--- config.mk ---
export PLATFORM = sky130hd
export DESIGN_NAME = spi_frame_receiver_flat
export DESIGN_NICKNAME = d
export VERILOG_FILES = /design/src/rtl/spi_frame_receiver_if.sv /design/src/rtl/spi_frame_receiver.sv /design/src/flat_wrapper.sv
export SDC_FILE = /design/constraint.sdc
export NUM_CORES = 1
export LEC_CHECK = 0
export CAP_MARGIN = 20
export CELL_PAD_IN_SITES_DETAIL_PLACEMENT = 0
export CELL_PAD_IN_SITES_GLOBAL_PLACEMENT = 1
export CORE_MARGIN = 4
export CORE_UTILIZATION = 35
export DETAILED_ROUTE_END_ITERATION = 16
export PLACE_DENSITY = 0.77
export SYNTH_ARGS = -nofsm -noshare
export SYNTH_HDL_FRONTEND = slang
export SYNTH_SLANG_ARGS = --single-unit
--- constraint.sdc ---
create_clock -name clk -period 1.61 [get_ports clk]
set_clock_uncertainty 0.15 [all_clocks]
set_input_delay 0.2415 -clock clk [delete_from_list [all_inputs] [get_ports clk]]
set_output_delay 0.2415 -clock clk [all_outputs]
set_load 0.02 [all_outputs]
--- src/rtl/spi_frame_receiver_if.sv ---
// Write-side bus from the SPI frame receiver into the double-buffered frame RAM.
// master = receiver (drives), slave = frame RAM / display controller (observes).
interface spi_frame_receiver_if #(
    parameter int BITS_PER_PIXEL = 16,
    parameter int ADDR_BITS      = 10
);
    logic                      wr_en;
    logic [ADDR_BITS-1:0]      wr_addr;
    logic [BITS_PER_PIXEL-1:0] wr_data;
    logic                      wr_buffer;
    logic                      display_buffer;
    logic                      frame_done;
    logic                      frame_error;

    modport master (
        output wr_en, wr_addr, wr_data, wr_buffer, display_buffer, frame_done, frame_error
    );

    modport slave (
        input wr_en, wr_addr, wr_data, wr_buffer, display_buffer, frame_done, frame_error
    );
endinterface

--- src/rtl/spi_frame_receiver.sv ---
// Oversampling SPI (mode 0, MSB first) pixel receiver feeding a double-buffered frame RAM.
// Buffers flip only after exactly PIXELS_PER_FRAME whole words arrive inside one ss window.
module spi_frame_receiver #(
    parameter int BITS_PER_PIXEL   = 16,
    parameter int ADDR_BITS        = 10,
    parameter int PIXELS_PER_FRAME = 1024
) (
    input  logic clk,
    input  logic n_reset,
    input  logic spi_clk,
    input  logic spi_mosi,
    input  logic spi_ss,
    output logic spi_miso,
    spi_frame_receiver_if.master wr_if
);
    localparam int BC_W = (BITS_PER_PIXEL > 1) ? $clog2(BITS_PER_PIXEL) : 1;
    localparam int PC_W = ADDR_BITS + 1;
    localparam logic [BC_W-1:0] BIT_LAST = BC_W'(BITS_PER_PIXEL - 1);
    localparam logic [PC_W-1:0] PIX_FULL = PC_W'(PIXELS_PER_FRAME);

    typedef enum logic [1:0] {IDLE, RECEIVE, COMMIT} state_t;

    state_t                    state_q, state_d;
    logic [2:0]                sclk_sync_q, sclk_sync_d;
    logic [1:0]                mosi_sync_q, mosi_sync_d;
    logic [2:0]                ss_sync_q, ss_sync_d;
    logic [BITS_PER_PIXEL-1:0] shift_q, shift_d;
    logic [BC_W-1:0]           bit_cnt_q, bit_cnt_d;
    logic [PC_W-1:0]           pix_cnt_q, pix_cnt_d;
    logic                      overflow_q, overflow_d;
    logic                      wr_en_q, wr_en_d;
    logic [ADDR_BITS-1:0]      wr_addr_q, wr_addr_d;
    logic [BITS_PER_PIXEL-1:0] wr_data_q, wr_data_d;
    logic                      wr_buffer_q, wr_buffer_d;
    logic                      frame_done_q, frame_done_d;
    logic                      frame_error_q, frame_error_d;
    logic                      miso_q, miso_d;

    logic sclk_rise;
    logic ss_fall;
    logic ss_high;

    always_comb begin
        sclk_sync_d   = {sclk_sync_q[1:0], spi_clk};
        mosi_sync_d   = {mosi_sync_q[0], spi_mosi};
        ss_sync_d     = {ss_sync_q[1:0], spi_ss};
        sclk_rise     = sclk_sync_q[1] & ~sclk_sync_q[2];
        ss_fall       = ~ss_sync_q[1] & ss_sync_q[2];
        ss_high       = ss_sync_q[1];

        state_d       = state_q;
        shift_d       = shift_q;
        bit_cnt_d     = bit_cnt_q;
        pix_cnt_d     = pix_cnt_q;
        overflow_d    = overflow_q;
        wr_en_d       = 1'b0;
        wr_addr_d     = wr_addr_q;
        wr_data_d     = wr_data_q;
        wr_buffer_d   = wr_buffer_q;
        frame_done_d  = 1'b0;
        frame_error_d = 1'b0;
        miso_d        = miso_q;

        case (state_q)
            IDLE: begin
                if (ss_fall) begin
                    state_d    = RECEIVE;
                    shift_d    = '0;
                    bit_cnt_d  = '0;
                    pix_cnt_d  = '0;
                    overflow_d = 1'b0;
                end
            end
            RECEIVE: begin
                // ss is checked as a level so a deassert seen during COMMIT is handled here next cycle
                if (ss_high) begin
                    state_d = IDLE;
                    if (pix_cnt_q == PIX_FULL && bit_cnt_q == '0 && !overflow_q) begin
                        wr_buffer_d  = ~wr_buffer_q;
                        frame_done_d = 1'b1;
                        miso_d       = 1'b1;
                    end else if (!(pix_cnt_q == '0 && bit_cnt_q == '0)) begin
                        frame_error_d = 1'b1;
                        miso_d        = 1'b0;
                    end
                end else if (sclk_rise) begin
                    shift_d = BITS_PER_PIXEL'({shift_q, mosi_sync_q[1]});
                    if (bit_cnt_q == BIT_LAST) begin
                        bit_cnt_d = '0;
                        if (pix_cnt_q < PIX_FULL) begin
                            state_d = COMMIT;
                        end else begin
                            overflow_d = 1'b1;
                        end
                    end else begin
                        bit_cnt_d = bit_cnt_q + BC_W'(1);
                    end
                end
            end
            COMMIT: begin
                wr_en_d   = 1'b1;
                wr_addr_d = pix_cnt_q[ADDR_BITS-1:0];
                wr_data_d = shift_q;
                pix_cnt_d = pix_cnt_q + PC_W'(1);
                state_d   = RECEIVE;
            end
            default: state_d = IDLE;
        endcase
    end

    // Sync chains reset to the bus idle levels (ss high, sclk low) so reset itself creates no edges.
    always_ff @(posedge clk or negedge n_reset) begin
        if (!n_reset) begin
            state_q       <= IDLE;
            sclk_sync_q   <= '0;
            mosi_sync_q   <= '0;
            ss_sync_q     <= '1;
            shift_q       <= '0;
            bit_cnt_q     <= '0;
            pix_cnt_q     <= '0;
            overflow_q    <= 1'b0;
            wr_en_q       <= 1'b0;
            wr_addr_q     <= '0;
            wr_data_q     <= '0;
            wr_buffer_q   <= 1'b1;
            frame_done_q  <= 1'b0;
            frame_error_q <= 1'b0;
            miso_q        <= 1'b0;
        end else begin
            state_q       <= state_d;
            sclk_sync_q   <= sclk_sync_d;
            mosi_sync_q   <= mosi_sync_d;
            ss_sync_q     <= ss_sync_d;
            shift_q       <= shift_d;
            bit_cnt_q     <= bit_cnt_d;
            pix_cnt_q     <= pix_cnt_d;
            overflow_q    <= overflow_d;
            wr_en_q       <= wr_en_d;
            wr_addr_q     <= wr_addr_d;
            wr_data_q     <= wr_data_d;
            wr_buffer_q   <= wr_buffer_d;
            frame_done_q  <= frame_done_d;
            frame_error_q <= frame_error_d;
            miso_q        <= miso_d;
        end
    end

    assign wr_if.wr_en          = wr_en_q;
    assign wr_if.wr_addr        = wr_addr_q;
    assign wr_if.wr_data        = wr_data_q;
    assign wr_if.wr_buffer      = wr_buffer_q;
    assign wr_if.display_buffer = ~wr_buffer_q;
    assign wr_if.frame_done     = frame_done_q;
    assign wr_if.frame_error    = frame_error_q;
    assign spi_miso             = miso_q;

endmodule
--- src/flat_wrapper.sv ---
// flat-port wrapper written by rule: the top's interface ports become plain ports
module spi_frame_receiver_flat 
#(
    parameter int BITS_PER_PIXEL   = 16,
    parameter int ADDR_BITS        = 10,
    parameter int PIXELS_PER_FRAME = 1024
)
  (clk, n_reset, spi_clk, spi_mosi, spi_ss, spi_miso, wr_if_wr_en, wr_if_wr_addr, wr_if_wr_data, wr_if_wr_buffer, wr_if_display_buffer, wr_if_frame_done, wr_if_frame_error);
  spi_frame_receiver_if #(.BITS_PER_PIXEL(BITS_PER_PIXEL), .ADDR_BITS(ADDR_BITS)) wr_if_i ();
  input  logic clk;
  input  logic n_reset;
  input  logic spi_clk;
  input  logic spi_mosi;
  input  logic spi_ss;
  output logic spi_miso;
  output wire logic [$bits(wr_if_i.wr_en)-1:0] wr_if_wr_en;
  output wire logic [$bits(wr_if_i.wr_addr)-1:0] wr_if_wr_addr;
  output wire logic [$bits(wr_if_i.wr_data)-1:0] wr_if_wr_data;
  output wire logic [$bits(wr_if_i.wr_buffer)-1:0] wr_if_wr_buffer;
  output wire logic [$bits(wr_if_i.display_buffer)-1:0] wr_if_display_buffer;
  output wire logic [$bits(wr_if_i.frame_done)-1:0] wr_if_frame_done;
  output wire logic [$bits(wr_if_i.frame_error)-1:0] wr_if_frame_error;
  assign wr_if_wr_en = wr_if_i.wr_en;
  assign wr_if_wr_addr = wr_if_i.wr_addr;
  assign wr_if_wr_data = wr_if_i.wr_data;
  assign wr_if_wr_buffer = wr_if_i.wr_buffer;
  assign wr_if_display_buffer = wr_if_i.display_buffer;
  assign wr_if_frame_done = wr_if_i.frame_done;
  assign wr_if_frame_error = wr_if_i.frame_error;
  spi_frame_receiver #(.BITS_PER_PIXEL(BITS_PER_PIXEL), .ADDR_BITS(ADDR_BITS), .PIXELS_PER_FRAME(PIXELS_PER_FRAME)) u_core (.clk(clk), .n_reset(n_reset), .spi_clk(spi_clk), .spi_mosi(spi_mosi), .spi_ss(spi_ss), .spi_miso(spi_miso), .wr_if(wr_if_i));
endmodule
Word-level counts from Yosys, hierarchy flattened
Index checks and enable logic that the tools add are counted.
Word-level totals
  flip-flop bits (word level): 73
  memories: 0
  bits in read-only memories: 0
  word-level logic and storage cells: 84
  bits in latches: 0
  RAM bits: 0
Operators by class
  add/sub/neg operators: 2
  shift operators: 0
  reductions and logical operators: 15
  mux-type cells: 33
  order comparisons: 1
  div/mod/pow operators: 0
  equality and inequality tests: 13
  $mul: 0
  bitwise operators: 5
Operators with widths (count)
  16-bit two-way mux: 3
  16-bit one-hot mux with 2 select lines: 1
  11-bit one-hot mux with 2 select lines: 1
  4-bit two-way mux: 4
  1-bit two-way mux: 15
  11-bit by 1-bit adder with 11-bit output, second input constant: 1
  11-bit equality test, second input constant: 1
  11-bit logical NOT: 1
  11-bit < comparator, second input constant: 1
  11-bit two-way mux: 1
  2-bit two-way mux: 5
  3-bit by 1-bit inequality test with 1-bit output, second input constant: 3
  2-bit by 1-bit inequality test with 1-bit output, second input constant: 4
  4-bit one-hot mux with 2 select lines: 1
  4-bit AND reduction: 2
  2-bit one-hot mux with 3 select lines: 1
  3-bit AND reduction: 2
  6-bit AND reduction: 1
  4-bit by 1-bit adder with 4-bit output, second input constant: 1
  4-bit equality test, second input constant: 1
  4-bit logical NOT: 1
  2-bit inequality test, second input constant: 2
  2-bit nonzero test: 2
  1-bit logical AND: 3
  other kinds (8): 11

Depth between registers and ports, before layout
Gate-level depths: netlist of the first run.
  depth in word-level cells: 6
  depth in mapped cells: 6
  depth with buffers taken out: 6

Worst setup path before layout of the first run
OpenSTA, ideal clock, no wires.
  path kind: register -> register
  start point: reg u_core.pix_cnt_q[0]
  end point: reg u_core.wr_buffer_q, in the netlist u_core.wr_if.wr_buffer
  data required time: 1385 ps
  setup slack: 80 ps
  cell stages (with the launch flop): 7
  setup time: 75 ps
  arrival time: 1304 ps
  path through: dfrtp_1 -> inv_1 -> ha_1 -> nor4b_1 -> nand3_1 -> and2b_1 -> xnor2_1
Between the ends
  longest elaborated chain between the ends: 4
RTL lines
  start: declaration: RTL line spi_frame_receiver.sv:29  | logic [PC_W-1:0] pix_cnt_q, pix_cnt_d;
  start signal: assignment: RTL line spi_frame_receiver.sv:136  | pix_cnt_q <= pix_cnt_d;
  11-bit equality test: RTL line spi_frame_receiver.sv:78  | if (pix_cnt_q == PIX_FULL && bit_cnt_q == '0 && !overflow_q) begin
  1-bit logical AND (2 in a row): RTL line spi_frame_receiver.sv:78
  3-bit AND reduction (no source line)
  end signal: assignment: RTL line spi_frame_receiver.sv:141  | wr_buffer_q <= wr_buffer_d;
  end: declaration: RTL line spi_frame_receiver.sv:34  | logic wr_buffer_q, wr_buffer_d;
No other way between the ends.
A chain may end at the register's enable or synchronous reset.

Worst setup path in the final report of the first run
  start point: reg u_core.wr_buffer_q, in the netlist u_core.wr_if.wr_buffer
  end point: out wr_if_wr_buffer
RTL lines
  end: declaration: RTL line flat_wrapper.sv:19  | output wire logic [$bits(wr_if_i.wr_buffer)-1:0] wr_if_wr_buffer;
No word-level cell between the ends.

==> flow_metrics.py, run 1 <==
metrics = {
    "die": {
        "io_pins": 37,
        "fp.dieH_um": 101,
        "start_util_pct": 36.2,
        "die-area_sq_mm": 0.0101,
        "core-area_sq_mm": 0.00830,
        "rows": 33,
        "die_w_um": 101,
    },
    "worst_setup_path": {
        "path_class": "flip-flop to output pin",
        "path_max_fanout": 2,
        "crit_arrival_ns": 1.16,
        "crit_buf_inv": 1,
        "end_kind": "output pin",
        "required_ns": 1.22,
        "start_kind": "flip-flop",
        "slowest_stage": "dfstp_2",
        "worstPathCellList": "clkdlybuf4s15_1",
        "cpPeakStageDelay_ns": 0.53,
        "critical_path.top_delay_family": "flip-flops",
    },
    "power_and_ir_drop": {
        "power_frac_clock_pct": 43.9,
        "ir_drop_mv": 0.445,
        "pwr-share-seq_pct": 49.2,
        "p_comb_share_pct": 6.9,
        "power_density_mw_per_mm2": 972,
        "p_leak_nw": 2.04,
        "switchingPower_mw": 0.844,
        "cellInternalPower_mw": 3.02,
        "totalPowerFinal_mw": 3.86,
        "switching_share_pct": 21.9,
    },
    "synthesis": {
        "synth_seq_area_share_pct": 61.0,
        "synth_compound_area_share_pct": 9.75,
        "synth_simple_gate_area_share_pct": 23.0,
        "synth_top_area_share_pct": 57.5,
        "synth_xor_area_share_pct": 0.875,
        "ys.flop_type": "dfrtp_1",
        "syn_area_sq_mm": 0.00300,
        "muxShareOfSynthArea_pct": 0,
        "syn_inst": 311,
        "synthAdderAreaFrac_pct": 1.67,
        "yosysWarnings": 0,
        "async_flop_share_pct": 100,
        "yosysMostFrequentCell": "nand2_1",
        "ys_ff_latch": 73,
        "ys_top_cells_by_area": "dfrtp_1 (57%), nand2_1 (15%), o21ai_1 (4.7%)",
        "synth_edf_count": 0,
        "synth.avg_cell_area_sq_um": 9.66,
        "synth_common_cells": "nand2_1 (118), dfrtp_1 (69), o21ai_1 (28)",
        "synth_top_cell_by_area": "dfrtp_1",
        "synth_top_family_by_area": "simple AND/OR/NAND/NOR gates",
        "synth_nets": 320,
        "synth_cell_types": 39,
    },
    "drt": {
        "vias": 2328,
        "wire_per_inst_um": 13.0,
        "vias_per_cell": 4.81,
        "postRouteAntennaNets": 0,
        "wl_um": 6280,
        "drc": 0,
        "drtIter0Drc": 106,
        "drtPass1Iterations": 4,
    },
    "finish": {
        "nNetsFinal": 383,
        "area_growth_syn_to_layout_pct": 32.4,
        "drive_gt1_share_pct": 18.7,
        "antenna_cells": 0,
    },
    "global_route": {
        "grt_pass1_wl_um": 10800,
        "gr-usage-all-layers_pct": 13.4,
        "grt_pass1_vias": 2242,
        "grt_max_degree": 74,
        "antenna_found_initial": 0,
        "overflow": 0,
    },
    "placed_design": {
        "post-place-ws_ns": -0.0872,
        "port_buffers": 36,
        "hpwl_um": 4180,
        "place.gp.congestion": 0.816,
    },
    "clocking": {
        "h-tree-depth": 3,
        "clockRootBuffer": "clkbuf_8",
        "clkTransAtPathRegs_ns": 0.07,
        "cts_tree": "done",
        "cts_made_buffers": 9,
        "cts_sinks": 73,
        "worstSkewPairLatency_ns": 0.34,
        "clockBufferDepth": 2,
    },
    "timing": {
        "relSlewSlack_pct": 73.8,
        "fin_hold_ws_ns": 0.156,
        "max_freq_mhz": 646,
        "layout_min_cycle_time_ns": 1.55,
        "drv_slew": 0,
        "fin_crit_sh_pct": 96.1,
        "hold_violations": 0,
        "tightest_slew_ns": 0.393,
        "rsz0062_at_grt": "yes",
        "timing.final.ws_setup_ns": 0.0631,
        "setup_viol": 0,
    },
    "run_status": {
        "run_status": "finished, final reports clean",
    },
    "worst_hold_path": {
        "hold_path.class": "input pin to flip-flop",
    },
    "flow_run": {
        "drv_cap": 0,
    },
}
==> state kept, by name, indices dropped and copies added (netlist names) <==
signal and cells:
u_core.mosi_sync_q 2, u_core.pix_cnt_q 11, u_core.wr_if.wr_data 16, u_core.wr_if.wr_buffer 1
u_core.overflow_q 1, u_core.sclk_sync_q 3, u_core.bit_cnt_q 4, u_core.wr_if.wr_addr 10
u_core.state_q 2, u_core.spi_miso 1, u_core.wr_if.wr_en 1, u_core.wr_if.frame_done 1
u_core.shift_q 16, u_core.ss_sync_q 3, u_core.wr_if.frame_error 1
==> power by group through the flow <==
stage	Sequential, mW	Clock (mW)	Combinational (mW)
after floorplan	1.93	0	0.113
after detailed placement	1.93	0	0.218
after CTS	1.90	1.75	0.236
after global placement	1.93	0	0.212
after global routing	1.90	1.83	0.305
final	1.90	1.70	0.267
==> through the flow <==
step	std cells	setup TNS (ns)	utilization [%]	instance area (sq um)
6_report	484	0	47.9	3980
2_1_floorplan	311	0	-	3000
5_1_grt	484	-0.00611	47.9	3980
3_5_place_dp	464	-0.0872	44.1	3660
4_1_cts	482	0	46.8	3880
3_3_place_gp	464	0	44.1	3660
==> cell families (layout without fill, tap and decap cells) <==
kind of cell	Yosys count	in the layout
compound gates	48	48
xor+xnor	3	3
fa+ha+maj	4	4
buf+inv	23	91
flops	73	73
simple gates	160	160
==> worst reg2reg max path, stage by stage (launching register included) <==
cell	delay, ns
dfrtp_1	0.39
buf_4	0.15
nor4b_4	0.26
nand3_1	0.13
and2b_1	0.24
xnor2_1	0.13
==> cells in the final DEF (no fill, tap or decap), drive strengths merged, types with 4 or more instances in the layout <==
master       count
o21ai           28
nor2             7
inv              7
nand2          118
clkbuf          12
a21oi            6
dfstp            4
dfrtp           69
ha               4
nand3           10
buf             32
dlygate4sd2     30
==> worst paths after layout <==
check	depth (start not counted)	end	start	slack, ns
worst max-delay path	1	wr_if_wr_buffer	u_core.wr_if.wr_buffer$_DFFE_PN1P_	0.06
max in group asynchronous	3	u_core.ss_sync_q[2]$_DFF_PN1_	n_reset	0.67
worst min-delay path	1	u_core.ss_sync_q[0]$_DFF_PN1_	spi_ss	0.16
worst min register to register	0	u_core.sclk_sync_q[1]$_DFF_PN0_	u_core.sclk_sync_q[0]$_DFF_PN0_	0.20
worst max register to register	5	u_core.wr_if.wr_buffer$_DFFE_PN1P_	u_core.pix_cnt_q[6]$_DFFE_PN0P_	0.08
min in group asynchronous	3	u_core.pix_cnt_q[6]$_DFFE_PN0P_	n_reset	0.30
==> what timing repair did <==
item	in CTS	in global routing
hold endpoints to repair	69	0
pin swaps	1	4
hold buffers	1	0
gates resized for setup	35	22
setup buffers	1	2
endpoints found under the setup margin	33	23
==> layer usage <==
layer  global-route usage, %  wire length (um)
met1                    19.0              2960
met2                    19.8              2940
met3                    2.28               267
met4                    6.22               108
met5                       0                 0
==> area by class of cell <==
| cell class | count | area [sq um] |
|---|---|---|
| Sequential cell | 73 | 1830 |
| Timing Repair Buffer | 68 | 593 |
| Fill cell | 799 | 4320 |
| Tap cell | 105 | 131 |
| Inverter | 7 | 26.3 |
| Multi-Input combinational cell | 215 | 1160 |
| Clock buffer | 11 | 131 |
| Clock inverter | 5 | 104 |
Power figures use the tool's default switching activity.
==> inputs of run 2 (changes only) <==
PLACE_DENSITY = 0.74   (was 0.77)
clock period = 1.55 ns   (was 1.61 ns; I/O delays follow)
==> flow_metrics.py, run 2 (synthesized netlist as in run 1, its figures left out) <==
metrics = {
    "power_and_ir_drop": {
        "p_leak_nw": 2.09,
        "ir_drop_mv": 0.507,
        "totalPowerFinal_mw": 4.05,
        "power_density_mw_per_mm2": 987,
    },
    "drt": {
        "drc": 0,
        "wl_um": 6510,
        "vias": 2364,
        "vias_per_cell": 4.79,
        "drtPass1Iterations": 4,
        "wire_per_inst_um": 13.2,
        "postRouteAntennaNets": 0,
        "drtIter0Drc": 78,
    },
    "timing": {
        "fin_crit_sh_pct": 98.9,
        "setup_viol": 0,
        "rsz0062_at_grt": "yes",
        "drv_slew": 0,
        "max_freq_mhz": 653,
        "relSlewSlack_pct": 82.2,
        "hold_violations": 0,
        "tightest_slew_ns": 0.263,
        "tns_ns": 0,
        "fin_hold_ws_ns": 0.144,
        "layout_min_cycle_time_ns": 1.53,
    },
    "clocking": {
        "cts_made_buffers": 9,
        "cts_tree": "done",
        "clockBufferDepth": 2,
        "cts_sinks": 73,
        "worstSkewPairLatency_ns": 0.34,
        "clkTransAtPathRegs_ns": 0.08,
        "clockRootBuffer": "clkbuf_8",
        "h-tree-depth": 3,
    },
    "worst_setup_path": {
        "end_kind": "flip-flop",
        "required_ns": 1.67,
        "start_kind": "flip-flop",
        "cp-startpoint": "u_core.pix_cnt_q[1]$_DFFE_PN0P_",
        "crit_arrival_ns": 1.65,
        "path_class": "flip-flop to flip-flop",
        "path_max_fanout": 3,
        "r2r-start": "u_core.pix_cnt_q[1]$_DFFE_PN0P_",
    },
    "finish": {
        "drive_gt1_share_pct": 24.4,
        "nNetsFinal": 394,
        "antenna_cells": 0,
        "layout_commonest_cell": "nand2_1",
        "layout_common_cells": "nand2_1 (118), dfrtp_1 (65), buf_4 (38)",
        "area_growth_syn_to_layout_pct": 36.5,
    },
    "global_route": {
        "overflow": 0,
        "grt_pass1_wl_um": 11100,
        "antenna_found_initial": 0,
        "gr-usage-all-layers_pct": 13.7,
        "grt_pass1_vias": 2301,
        "grt_max_degree": 40,
    },
    "worst_hold_path": {
        "worstHoldStart": "spi_ss",
        "hold_path.class": "input pin to flip-flop",
    },
    "die": {
        "core-area_sq_mm": 0.00830,
        "die-area_sq_mm": 0.0101,
        "fp.dieH_um": 101,
        "die_w_um": 101,
        "rows": 33,
        "io_pins": 37,
        "start_util_pct": 36.2,
    },
    "placed_design": {
        "hpwl_um": 4380,
        "port_buffers": 36,
        "place.gp.congestion": 0.838,
    },
    "flow_run": {
        "drv_cap": 0,
    },
    "run_status": {
        "run_status": "finished, final reports clean",
    },
}
run 2: worst paths after layout:
path                            cells after the start  slack, ns                                 end
worst min-delay path                                1       0.14       u_core.ss_sync_q[0]$_DFF_PN1_
max in group asynchronous                           3       0.56       u_core.ss_sync_q[2]$_DFF_PN1_
worst min register to register                      0       0.20     u_core.mosi_sync_q[1]$_DFF_PN0_
worst max register to register                      6       0.02  u_core.wr_if.wr_buffer$_DFFE_PN1P_
min in group asynchronous                           2       0.15     u_core.sclk_sync_q[0]$_DFF_PN0_
worst max-delay path                                6       0.02  u_core.wr_if.wr_buffer$_DFFE_PN1P_
run 2: timing repair:
item | CTS | global route
pin swaps | 2 | 6
endpoints found under the setup margin | 35 | 37
setup buffers | 1 | 3
gates resized for setup | 47 | 25
hold buffers | 1 | 0
endpoints found under the hold margin | 71 | 0
run 2: power by group:
group	total [mW]	leakage, nW	switching [mW]	internal [mW]
Clock	1.76	0.115	0.709	1.05
Combinational	0.315	0.989	0.164	0.151
Sequential	1.97	0.985	0.0289	1.94
Total	4.05	2.09	0.902	3.15
run 2: final cells by class:
type | count | area, sq um
Fill cell | 778 | 4200
Multi-Input combinational cell | 215 | 1200
Tap cell | 105 | 131
Timing Repair Buffer | 79 | 672
Inverter | 7 | 26.3
Clock inverter | 6 | 108
Sequential cell | 73 | 1840
Clock buffer | 9 | 124
run 2: metrics by stage:
step | instance area [sq um] | utilization (%) | setup WS (ns) | instances
after global placement | 3720 | 44.8 | -0.0319 | 474
after detailed placement | 3720 | 44.8 | -0.137 | 474
after global routing | 4100 | 49.4 | -0.0589 | 494
final | 4100 | 49.4 | 0.0176 | 494
after floorplan | 3000 | - | 0.0203 | 311
after CTS | 3980 | 48.0 | 0.00375 | 491
run 2: worst max-delay path: stages, from the launching register on:
cell     delay (ns)
dfrtp_1        0.39
inv_2          0.08
ha_4           0.13
nor4b_4        0.23
nand3_2        0.13
and2b_1        0.25
xnor2_1        0.12
run 2: metal layers:
layer	track usage (%)	vias to the layer above	routed length, um
met5	0	-	0
met4	3.73	0	74
met3	4.15	7	253
met2	21.6	47	3120
met1	18.2	1128	3060
li1	-	1182	-
==> inputs of run 3 (changes only) <==
CORE_UTILIZATION = 42   (was 35)
PLACE_DENSITY = 0.85   (was 0.74)
SKIP_LAST_GASP = 1   (was not set)
==> flow_metrics.py, run 3 (synthesized netlist as in run 1, its figures left out) <==
metrics = {
    "run_status": {
        "run_status": "complete, but fails checks",
        "violations": "setup timing",
    },
    "die": {
        "core-area_sq_mm": 0.00687,
        "rows": 30,
        "die_w_um": 92.6,
        "die-area_sq_mm": 0.00857,
        "io_pins": 37,
        "fp.dieH_um": 92.6,
        "start_util_pct": 43.7,
    },
    "placed_design": {
        "port_buffers": 36,
        "placedCellCount": 460,
        "place.gp.congestion": 0.842,
        "hpwl_um": 4100,
    },
    "global_route": {
        "overflow": 0,
        "grt_max_degree": 74,
        "grt_pass1_wl_um": 10900,
        "antenna_found_initial": 0,
        "grt_pass1_vias": 2308,
        "gr-usage-all-layers_pct": 16.2,
    },
    "drt": {
        "vias": 2375,
        "vias_per_cell": 4.88,
        "drtPass1Iterations": 4,
        "wire_per_inst_um": 13.4,
        "postRouteAntennaNets": 0,
        "wl_um": 6520,
        "drtIter0Drc": 120,
        "drc": 0,
    },
    "worst_setup_path": {
        "start_kind": "flip-flop",
        "end_kind": "output pin",
        "crit_arrival_ns": 1.18,
        "slowest_stage": "dfstp_2",
        "cpPeakStageDelay_ns": 0.53,
        "path_class": "flip-flop to output pin",
        "crit_buf_inv": 1,
        "required_ns": 1.17,
        "path_max_fanout": 2,
        "worstPathCellList": "clkdlybuf4s15_1",
        "critical_path.top_delay_family": "flip-flops",
    },
    "clocking": {
        "cts_tree": "done",
        "worstSkewPairLatency_ns": 0.35,
        "clockBufferDepth": 2,
        "clkTransAtPathRegs_ns": 0.07,
        "clockRootBuffer": "clkbuf_8",
        "cts_sinks": 73,
        "cts_made_buffers": 9,
        "h-tree-depth": 3,
    },
    "finish": {
        "layout_commonest_cell": "nand2_1",
        "antenna_cells": 0,
        "instances_no_fill": 487,
        "nNetsFinal": 395,
        "area_growth_syn_to_layout_pct": 35.7,
        "drive_gt1_share_pct": 22.5,
        "layout_common_cells": "nand2_1 (118), dfrtp_1 (67), buf_4 (37)",
        "postLayoutCoreUtil_pct": 59.4,
        "fillers": 614,
    },
    "timing": {
        "tns_ns": -0.00867,
        "rsz0062_at_grt": "yes",
        "layout_min_cycle_time_ns": 1.56,
        "drv_slew": 0,
        "fin_crit_sh_pct": 101,
        "max_freq_mhz": 642,
        "fin_hold_ws_ns": 0.130,
        "hold_violations": 0,
        "timing.final.ws_setup_ns": -0.00867,
        "setup_viol": 1,
        "tightest_slew_ns": 0.371,
        "relSlewSlack_pct": 75.1,
    },
    "flow_run": {
        "drv_cap": 0,
    },
    "power_and_ir_drop": {
        "p_leak_nw": 2.11,
        "ir_drop_mv": 0.467,
        "power_density_mw_per_mm2": 935,
        "totalPowerFinal_mw": 3.81,
    },
    "worst_hold_path": {
        "hold_path.class": "input pin to flip-flop",
    },
}
-- run 3: cell types whose count changed in the layout (fill, tap and decap cells not counted), sizes merged --
cell	change
bufinv	-2
clkinvlp	+1
clkbuf	+3
-- run 3: stage by stage --
stage,setup slack (ns),cell area [sq um]
final,-0.00867,4080
after global routing,-0.0637,4080
after CTS,-0.0645,3900
after detailed placement,-0.122,3680
after global placement,-0.0239,3680
after floorplan,0.0203,3000
-- run 3: cell type report --
cell class	instances	area (sq um)	area share [%]
clock inverter	5	55.1	1.35
clock buffer	11	141	3.47
timing repair buffer	80	702	17.2
sequential	73	1830	45.0
inverter	7	26.3	0.644
tap	96	120	2.95
multi-input combinational	215	1200	29.4
-- run 3: worst paths after layout --
path | startpoint | to | slack (ns) | depth (start not counted)
setup / recovery | u_core.wr_if.wr_buffer$_DFFE_PN1P_ | wr_if_wr_buffer | -0.009 | 1
min in group asynchronous | n_reset | u_core.pix_cnt_q[7]$_DFFE_PN0P_ | 0.31 | 3
hold / removal | spi_ss | u_core.ss_sync_q[0]$_DFF_PN1_ | 0.13 | 1
setup reg to reg | u_core.ss_sync_q[2]$_DFF_PN1_ | u_core.pix_cnt_q[5]$_DFFE_PN0P_ | 0.01 | 4
max in group asynchronous | n_reset | u_core.ss_sync_q[2]$_DFF_PN1_ | 0.62 | 3
hold reg to reg | u_core.mosi_sync_q[0]$_DFF_PN0_ | u_core.mosi_sync_q[1]$_DFF_PN0_ | 0.20 | 0
-- run 3: repair_timing --
action / CTS / global route
hold buffers: 1 / 0
hold endpoints to repair: 69 / 0
cloned: 0 / 2
pin swaps: 1 / 4
setup endpoints to repair: 39 / 35
resized for setup: 44 / 22
buffers inserted: 1 / 7
-- run 3: metal layers --
layer / up-vias / global-route usage, % / wire length [um]
li1: 1179 / - / -
met1: 1148 / 21.7 / 3090
met2: 38 / 25.0 / 3060
met3: 10 / 2.76 / 219
met4: 0 / 8.91 / 152
met5: - / 0 / 0
-- run 3: power by group --
group	switching (mW)	total (mW)	internal (mW)
Clock	0.710	1.49	0.782
Sequential	0.0311	1.97	1.94
Combinational	0.177	0.348	0.171
